<file path="config.mk">
export PLATFORM = sky130hd
export DESIGN_NAME = sdf_bf_stage
export DESIGN_NICKNAME = d
export VERILOG_FILES = /design/src/rtl/sdf_bf_stage.sv
export SDC_FILE = /design/constraint.sdc
export NUM_CORES = 1
export LEC_CHECK = 0
export CAP_MARGIN = 20
export CELL_PAD_IN_SITES_DETAIL_PLACEMENT = 1
export CELL_PAD_IN_SITES_GLOBAL_PLACEMENT = 1
export CORE_MARGIN = 2
export CORE_UTILIZATION = 50
export CTS_CLUSTER_SIZE = 8
export DETAILED_ROUTE_END_ITERATION = 8
export GPL_ROUTABILITY_DRIVEN = 0
export PLACE_DENSITY = 0.84
export SLEW_MARGIN = 15
export SYNTH_ARGS = -nofsm -noshare
export SYNTH_HDL_FRONTEND = slang
export SYNTH_SLANG_ARGS = --single-unit
</file>
<file path="constraint.sdc">
create_clock -name clock -period 3.4 [get_ports clock]
set_input_delay 0.51 -clock clock [delete_from_list [all_inputs] [get_ports clock]]
set_output_delay 0.51 -clock clock [all_outputs]
set_load 0.03 [all_outputs]
</file>
<file path="src/rtl/sdf_bf_stage.sv">
// Radix-2 SDF butterfly stage: pairs samples DEPTH apart, emits y0 and recirculates y1.
// Optional drain input enabled by defining BF_STAGE_FLUSH_EN.
module sdf_bf_lane #(
  parameter int WIDTH = 16,
  parameter int RH    = 0
) (
  input  logic [WIDTH-1:0] x0,
  input  logic [WIDTH-1:0] x1,
  output logic [WIDTH-1:0] y0,
  output logic [WIDTH-1:0] y1
);
  logic [WIDTH:0] s, d;

  // One guard bit keeps the sum/difference exact; the halving drops it back to WIDTH.
  assign s  = {x0[WIDTH-1], x0} + {x1[WIDTH-1], x1} + (WIDTH+1)'(RH);
  assign d  = {x0[WIDTH-1], x0} - {x1[WIDTH-1], x1} + (WIDTH+1)'(RH);
  assign y0 = s[WIDTH:1];
  assign y1 = d[WIDTH:1];
endmodule

module sdf_bf_stage #(
  parameter int WIDTH = 16,
  parameter int DEPTH = 32,
  parameter int RH    = 0
) (
  input  logic                    clock,
  input  logic                    reset,
  input  logic                    di_en,
  input  logic signed [WIDTH-1:0] di_re,
  input  logic signed [WIDTH-1:0] di_im,
`ifdef BF_STAGE_FLUSH_EN
  input  logic                    flush,
`endif
  output logic                    do_en,
  output logic signed [WIDTH-1:0] do_re,
  output logic signed [WIDTH-1:0] do_im
);
  localparam int CW = $clog2(2*DEPTH);

  logic [CW-1:0]                  cnt;
  logic                           bf_en, primed, adv, flush_go;
  logic [1:0][WIDTH-1:0]          di_c, dl_in, dl_out, y0, y1, cand;
  logic [DEPTH-1:0][1:0][WIDTH-1:0] dl;

  assign bf_en = cnt[CW-1];

`ifdef BF_STAGE_FLUSH_EN
  // Drain pending y1 values by feeding zeros through the first half.
  assign flush_go = flush & ~di_en & primed & ~bf_en;
`else
  assign flush_go = 1'b0;
`endif

  assign adv    = di_en | flush_go;
  assign di_c   = flush_go ? '0 : {di_im, di_re};
  assign dl_out = dl[DEPTH-1];
  assign dl_in  = bf_en ? y1 : di_c;
  assign cand   = bf_en ? y0 : dl_out;

  for (genvar g = 0; g < 2; g++) begin : g_lane
    sdf_bf_lane #(.WIDTH(WIDTH), .RH(RH)) u_lane (
      .x0 (dl_out[g]),
      .x1 (di_c[g]),
      .y0 (y0[g]),
      .y1 (y1[g])
    );
  end

  // Delay line carries no reset; primed keeps stale contents from being emitted.
  always_ff @(posedge clock) begin
    if (adv) dl <= {dl[DEPTH-2:0], dl_in};
  end

  always_ff @(posedge clock or negedge reset) begin
    if (!reset) begin
      cnt    <= '0;
      primed <= 1'b0;
      do_en  <= 1'b0;
      do_re  <= '0;
      do_im  <= '0;
    end else if (adv) begin
      cnt    <= cnt + 1'b1;
      if (bf_en) primed <= 1'b1;
      do_en  <= primed | bf_en;
      do_re  <= cand[0];
      do_im  <= cand[1];
    end else begin
      do_en  <= 1'b0;
    end
  end
endmodule

</file>
==> results.py, run 1 <==
metrics = {
    "outcome": {
        "outcome": "finished, final reports clean",
    },
    "critical_path": {
        "worstSetupPathType": "flip-flop to flip-flop",
        "slowest_delay_ps": 480,
        "crit_path_end": "do_re[11]$_DFFE_PN0P_",
        "r2r_slack_ps": 120,
        "r2r_cells": 10,
        "critPathSlowestCell": "a311oi_1",
        "r2r-end": "do_re[11]$_DFFE_PN0P_",
        "crit_start": "dl[992]$_DFFE_PP_",
        "r2r_start": "dl[992]$_DFFE_PP_",
        "cp-start-kind": "flip-flop",
        "critical_path.max_fanout": 3,
        "cp.arrival_ps": 3880,
        "crit_chain": "and2_1, fa_1, nor2b_1, o21ai_1, a31oi_1, a311oi_1, buf_4, xnor2_1, a21oi_1, mux2_2",
        "cp-end-kind": "flip-flop",
        "required_ps": 4000,
    },
    "yosys": {
        "yosys_most_used_dff": "edfxtp_1",
        "synthTopCellsByArea": "edfxtp_1, dfrtp_1, ha_1",
        "yosysWarnings": 0,
        "synth_fp_nets": 1795,
        "synth_cell_types": 61,
        "syn_inst": 1695,
        "syn_avg_cell_area_um2": 21.22,
        "yosysTopAreaCell": "edfxtp_1",
        "synth_top_area_share_pct": 85.48,
        "ys_seq_area_share_pct": 88.26,
        "synth-seq-cells": 1064,
        "netlist_area_um2": 35970,
        "synth_edf_count": 1024,
        "synthArstFlopShare_pct": 3.759,
    },
    "die": {
        "die_area_um2": 74110,
        "die_h_um": 272.2,
        "io-pin-count": 68,
        "row_count": 98,
        "start_util_pct": 50.41,
        "core_um2": 71360,
        "die_w_um": 272.2,
    },
    "route": {
        "drc": 0,
        "drt-pass1-iter-count": 5,
        "drt-total-wl_um": 75950,
        "drt_iter0_markers": 1644,
        "avgViaCountPerCell": 5.509,
        "vias": 16330,
        "antenna_left": 0,
        "routedWlPerCell_um": 25.62,
    },
    "clocking": {
        "cts_tree": "yes",
        "clock_sinks": 1064,
        "cts_setup_buffers": 0,
        "root_buffer": "clkbuf_16",
        "htreeDepth": 4,
        "clkLatencyLatePin_ps": 740,
        "cts_max_path_buffers": 3,
        "cts_buffers": 150,
        "path_clk_slew_ps": 50,
    },
    "power": {
        "ir_drop_mv": 0.5893,
        "powerDensity_nw_per_um2": 772.0,
        "p_leak_uw": 0.01505,
    },
    "sta": {
        "slew_violations": 0,
        "clock-skew-final_ps": 27.88,
        "timing.final.ws_setup_ps": 121.9,
        "setup_viol": 0,
        "fmax_mhz": 305.1,
        "tightest_slew_ps": 892.1,
        "slew_headroom_pct": 40.53,
        "rsz0062_at_grt": "no",
        "finalCritPeriodShare_pct": 96.41,
        "period_needed_ps": 3278,
        "finalHoldViolations": 0,
        "setup_tns_ps": 0,
    },
    "layout": {
        "syn2layout_area_growth_pct": 18.48,
        "finalNetCount": 2033,
        "final_layout_size_suffix_gt1_share_pct": 12.75,
        "final_util_pct": 59.73,
        "antenna_cells": 0,
    },
    "global_routing": {
        "grt-ovfl-total": 0,
        "grt_pass1_vias": 17630,
        "grt_max_degree": 100,
        "antenna_found_initial": 1,
        "grt_usage_pct": 21.64,
        "grt_pass1_wl_um": 117100,
    },
    "run": {
        "drv_cap": 0,
    },
    "place": {
        "post-dp-hpwl_um": 40150,
        "numPortBuffers": 67,
        "dp_slack_ps": -170.1,
    },
    "hold_path": {
        "holdPathStages": 1,
        "hold_class": "primary input to flip-flop",
    },
}
==> sequential cells by signal (all words and copies together), names as in the netlist <==
signal  cells
do_re      16
primed      1
dl       1024
cnt         6
do_en       1
do_im      16
==> worst min path at each step <==
stage | startpoint | end
3_5_place_dp | dl[159]$_DFFE_PP_ | dl[191]$_DFFE_PP_
6_report | di_en | dl[269]$_DFFE_PP_
2_1_floorplan | reset | cnt[0]$_DFFE_PN0P_
3_3_place_gp | dl[943]$_DFFE_PP_ | dl[975]$_DFFE_PP_
5_1_grt | di_en | dl[269]$_DFFE_PP_
4_1_cts | di_en | dl[269]$_DFFE_PP_
==> cell families after synthesis <==
family / share of synthesized area (%)
adder cells (fa/ha/maj): 2.344
AND/OR/NAND/NOR: 2.449
XOR/XNOR: 1.193
AO/OA/AOI/OAI: 3.513
flip-flops: 88.26
multiplexers: 1.085
buffers and inverters: 1.158
==> critical path: cells and delay by family, from the launching register on <==
| kind | cells | cell delay [ps] |
|---|---|---|
| fa+ha+maj | 1 | 430 |
| buf+inv | 1 | 230 |
| flops | 1 | 440 |
| xor+xnor | 1 | 150 |
| mux | 1 | 310 |
| simple gates | 2 | 450 |
| compound gates | 4 | 1130 |
==> where the power goes <==
part | internal (uW) | switching, uW | total [uW]
clock network | 8260 | 5530 | 13800
registers | 15700 | 686 | 16300
logic | 993 | 1770 | 2770
total | 24900 | 7990 | 32900
==> synthesized netlist by cell type (7+ instances only) <==
| cell | count |
|---|---|
| o21bai_1 | 12 |
| nand3_1 | 21 |
| inv_1 | 63 |
| buf_2 | 9 |
| clkbuf_1 | 23 |
| buf_1 | 7 |
| nand2_1 | 30 |
| a21o_1 | 8 |
| ha_1 | 61 |
| a31oi_1 | 7 |
| nor2_1 | 69 |
| nand2b_1 | 7 |
| o21ai_0 | 23 |
| dfrtp_1 | 40 |
| nor2b_1 | 14 |
| mux2_2 | 16 |
| nor3_1 | 14 |
| o21ai_1 | 8 |
| edfxtp_1 | 1024 |
| mux2i_1 | 21 |
| a21oi_1 | 63 |
| o221ai_1 | 9 |
| xnor2_1 | 43 |
==> routing by layer <==
| layer | up-vias | GRT usage, % | wire, um |
|---|---|---|---|
| met5 | - | 0 | 0 |
| met4 | 0 | 9.037 | 2373 |
| met3 | 185 | 4.029 | 3847 |
| met2 | 642 | 35.42 | 38700 |
| met1 | 8445 | 28.80 | 31030 |
| li1 | 7062 | - | - |
==> final cells by class <==
class	instances	area (um2)
clock buffers	222	4088
flip-flops and latches	1064	31750
fillers	5999	28740
multi-input cells	523	3814
repair buffers	125	1309
clock inverters	12	211.5
inverters	69	259.0
well taps	950	1189
==> placed cells by master (no fill, tap or decap), drive strengths merged, types with 4 or more instances in the layout <==
master / count
nor2b: 14
nand3: 21
nor2: 69
nand3b: 4
ha: 61
mux2: 16
buf: 59
o31ai: 6
a311o: 4
nor3: 14
nor4: 4
nand4: 6
inv: 74
clkdlybuf4s50: 65
o221ai: 11
fa: 4
nand2b: 7
a221oi: 8
edfxtp: 1024
clkbuf: 222
a21oi: 63
xnor2: 43
a31oi: 7
clkinv: 7
nand2: 30
o21a: 4
a211oi: 6
o21bai: 12
o21ai: 31
a21o: 8
or3: 5
dfrtp: 40
xor2: 6
mux2i: 21
==> through the flow <==
step | cell area (um2) | hold WS [ps] | std cells | power, uW
finish | 42620 | 302.7 | 2965 | 32900
global route | 42620 | 321.5 | 2965 | 33900
CTS | 42620 | 291.7 | 2965 | 33230
detailed placement | 38310 | 405.1 | 2730 | 19130
global placement | 38310 | 401.1 | 2730 | 18870
floorplan | 35970 | 214.4 | 1695 | 17590
==> timing repair <==
item	in CTS	in global routing
endpoints found under the setup margin	0	1
hold buffers	1	0
endpoints found under the hold margin	26	0
resized for setup	0	1
No activity file was read; power rests on OpenSTA's default activity.
==> inputs of run 2 (changes only) <==
- CTS_CLUSTER_SIZE: 8 -> 14
- SLEW_MARGIN: 15 -> 20
==> results.py, run 2 (synthesis results as in run 1) <==
metrics = {
    "layout": {
        "multi_input_area_um2": 3807,
        "fin_area_um2": 41610,
        "syn2layout_area_growth_pct": 15.67,
        "final_layout_size_suffix_gt1_share_pct": 12.14,
        "finalNetCount": 1983,
        "num-fill-cells": 6086,
        "largest_reg_flops": 1024,
        "antenna_cells": 0,
        "largest-register": "dl",
        "final_common_cell": "edfxtp_1",
        "seqCellArea_um2": 31750,
        "top_regs": "dl (1024), do_im (16), do_re (16)",
        "layout_common_cells": "edfxtp_1, clkbuf_16, nor2_1",
    },
    "clocking": {
        "cts_buffers": 100,
        "path_clk_slew_ps": 60,
        "clock_sinks": 1064,
        "cts_setup_buffers": 0,
        "clkLatencyLatePin_ps": 650,
        "cts_tree": "yes",
        "cts_max_path_buffers": 3,
        "htreeDepth": 3,
        "root_buffer": "clkbuf_16",
    },
    "sta": {
        "setup_tns_ps": 0,
        "finalCritPeriodShare_pct": 92.74,
        "slew_headroom_pct": 40.03,
        "period_needed_ps": 3153,
        "rsz0062_at_grt": "no",
        "fmax_mhz": 317.2,
        "clock-skew-final_ps": 28.89,
        "setup_viol": 0,
        "slew_violations": 0,
        "finalHoldViolations": 0,
        "tightest_slew_ps": 899.6,
    },
    "global_routing": {
        "grt_max_degree": 100,
        "grt_pass1_vias": 16920,
        "antenna_found_initial": 0,
        "grt-ovfl-total": 0,
        "grt_pass1_wl_um": 110400,
        "grt_usage_pct": 20.10,
    },
    "critical_path": {
        "critical_path.max_fanout": 3,
        "slowest_delay_ps": 470,
        "required_ps": 3910,
        "cp-start-kind": "flip-flop",
        "cp.arrival_ps": 3660,
        "cp-end-kind": "flip-flop",
        "critPathSlowestCell": "a311oi_1",
        "crit_chain": "and2_1, fa_1, nor2b_1, o21ai_1, a31oi_1, a311oi_1, buf_4, o41ai_1, a221oi_1",
        "worstSetupPathType": "flip-flop to flip-flop",
    },
    "die": {
        "die_w_um": 272.2,
        "die_h_um": 272.2,
        "die_area_um2": 74110,
        "start_util_pct": 50.41,
        "io-pin-count": 68,
        "row_count": 98,
        "core_um2": 71360,
    },
    "power": {
        "ir_drop_mv": 0.5811,
        "p_leak_uw": 0.01459,
        "finalPower_uw": 30250,
        "powerDensity_nw_per_um2": 727.1,
    },
    "hold_path": {
        "hold_class": "primary input to flip-flop",
    },
    "route": {
        "drt_iter0_markers": 1605,
        "avgViaCountPerCell": 5.433,
        "drt-total-wl_um": 71320,
        "routedWlPerCell_um": 24.43,
        "drt-pass1-iter-count": 5,
        "vias": 15860,
        "antenna_left": 0,
        "drc": 0,
    },
    "outcome": {
        "outcome": "finished, final reports clean",
    },
    "place": {
        "post-dp-hpwl_um": 40150,
        "postPlaceCellArea_um2": 38310,
        "numPortBuffers": 67,
    },
    "run": {
        "drv_cap": 0,
    },
}
==> run 2: cell types whose count changed in the layout (fill, tap and decap cells not counted), sizes merged <==
cell / before / now
clkbuf: 222 / 130
clkinv: 7 / 39
bufinv: 0 / 11
clkinvlp: 0 / 7
inv: 74 / 70
==> run 2: cell type report <==
cell class              count  area share (%)
clock inverters            58           1.455
inverters                  69          0.6224
clock buffers             130           6.459
repair buffers            125           3.145
well taps                 950           2.857
flip-flops and latches   1064           76.31
multi-input cells         523           9.150
==> run 2: critical path, delay by kind of cell, from the launching register on <==
kind | cells | cell delay (ps)
AOI/OAI and AO/OA | 5 | 1480
adders and majority gates | 1 | 430
DFF | 1 | 440
and+or+nand+nor | 2 | 450
buffers and inverters | 1 | 220
==> run 2: what timing repair did <==
item,in CTS,in global routing
gates resized for setup,0,0
hold buffers,1,0
endpoints found under the hold margin,19,0
==> run 2: layer usage <==
metal	part of all wire, %	wire [um]	up-vias	GRT usage [%]
met1	41	29440	8175	27.70
met2	51	36470	564	33.42
met4	2.7	1926	0	6.058
met5	0	0	-	0
met3	4.9	3480	163	3.174
li1	-	-	6957	-
==> run 2: metrics by stage <==
stage	worst slack, ps	cells	utilization, %	hold slack (ps)
3_3_place_gp	68.22	2730	53.68	401.1
5_1_grt	192.4	2919	58.31	364.8
3_5_place_dp	-170.1	2730	53.68	405.1
4_1_cts	313.8	2919	58.31	367.4
2_1_floorplan	860.8	1695	-	214.4
6_report	247.0	2919	58.31	358.4
==> run 2: power breakdown <==
group	internal, uW	switching (uW)
sequential	15600	661
clock	6440	4820
combinational	991	1720
total	23100	7200
==> run 2: path summary, 6_finish.rpt <==
kind	end	cells after the start	from	slack (ps)
worst max-delay path	do_re[15]$_DFFE_PN0P_	9	dl[992]$_DFFE_PP_	250
worst min-delay path	dl[269]$_DFFE_PP_	1	di_en	360
worst max register to register	do_re[15]$_DFFE_PN0P_	9	dl[992]$_DFFE_PP_	250
worst min register to register	dl[657]$_DFFE_PP_	0	dl[625]$_DFFE_PP_	410
max in group asynchronous	do_im[2]$_DFFE_PN0P_	3	reset	2060
min in group asynchronous	do_im[1]$_DFFE_PN0P_	2	reset	520
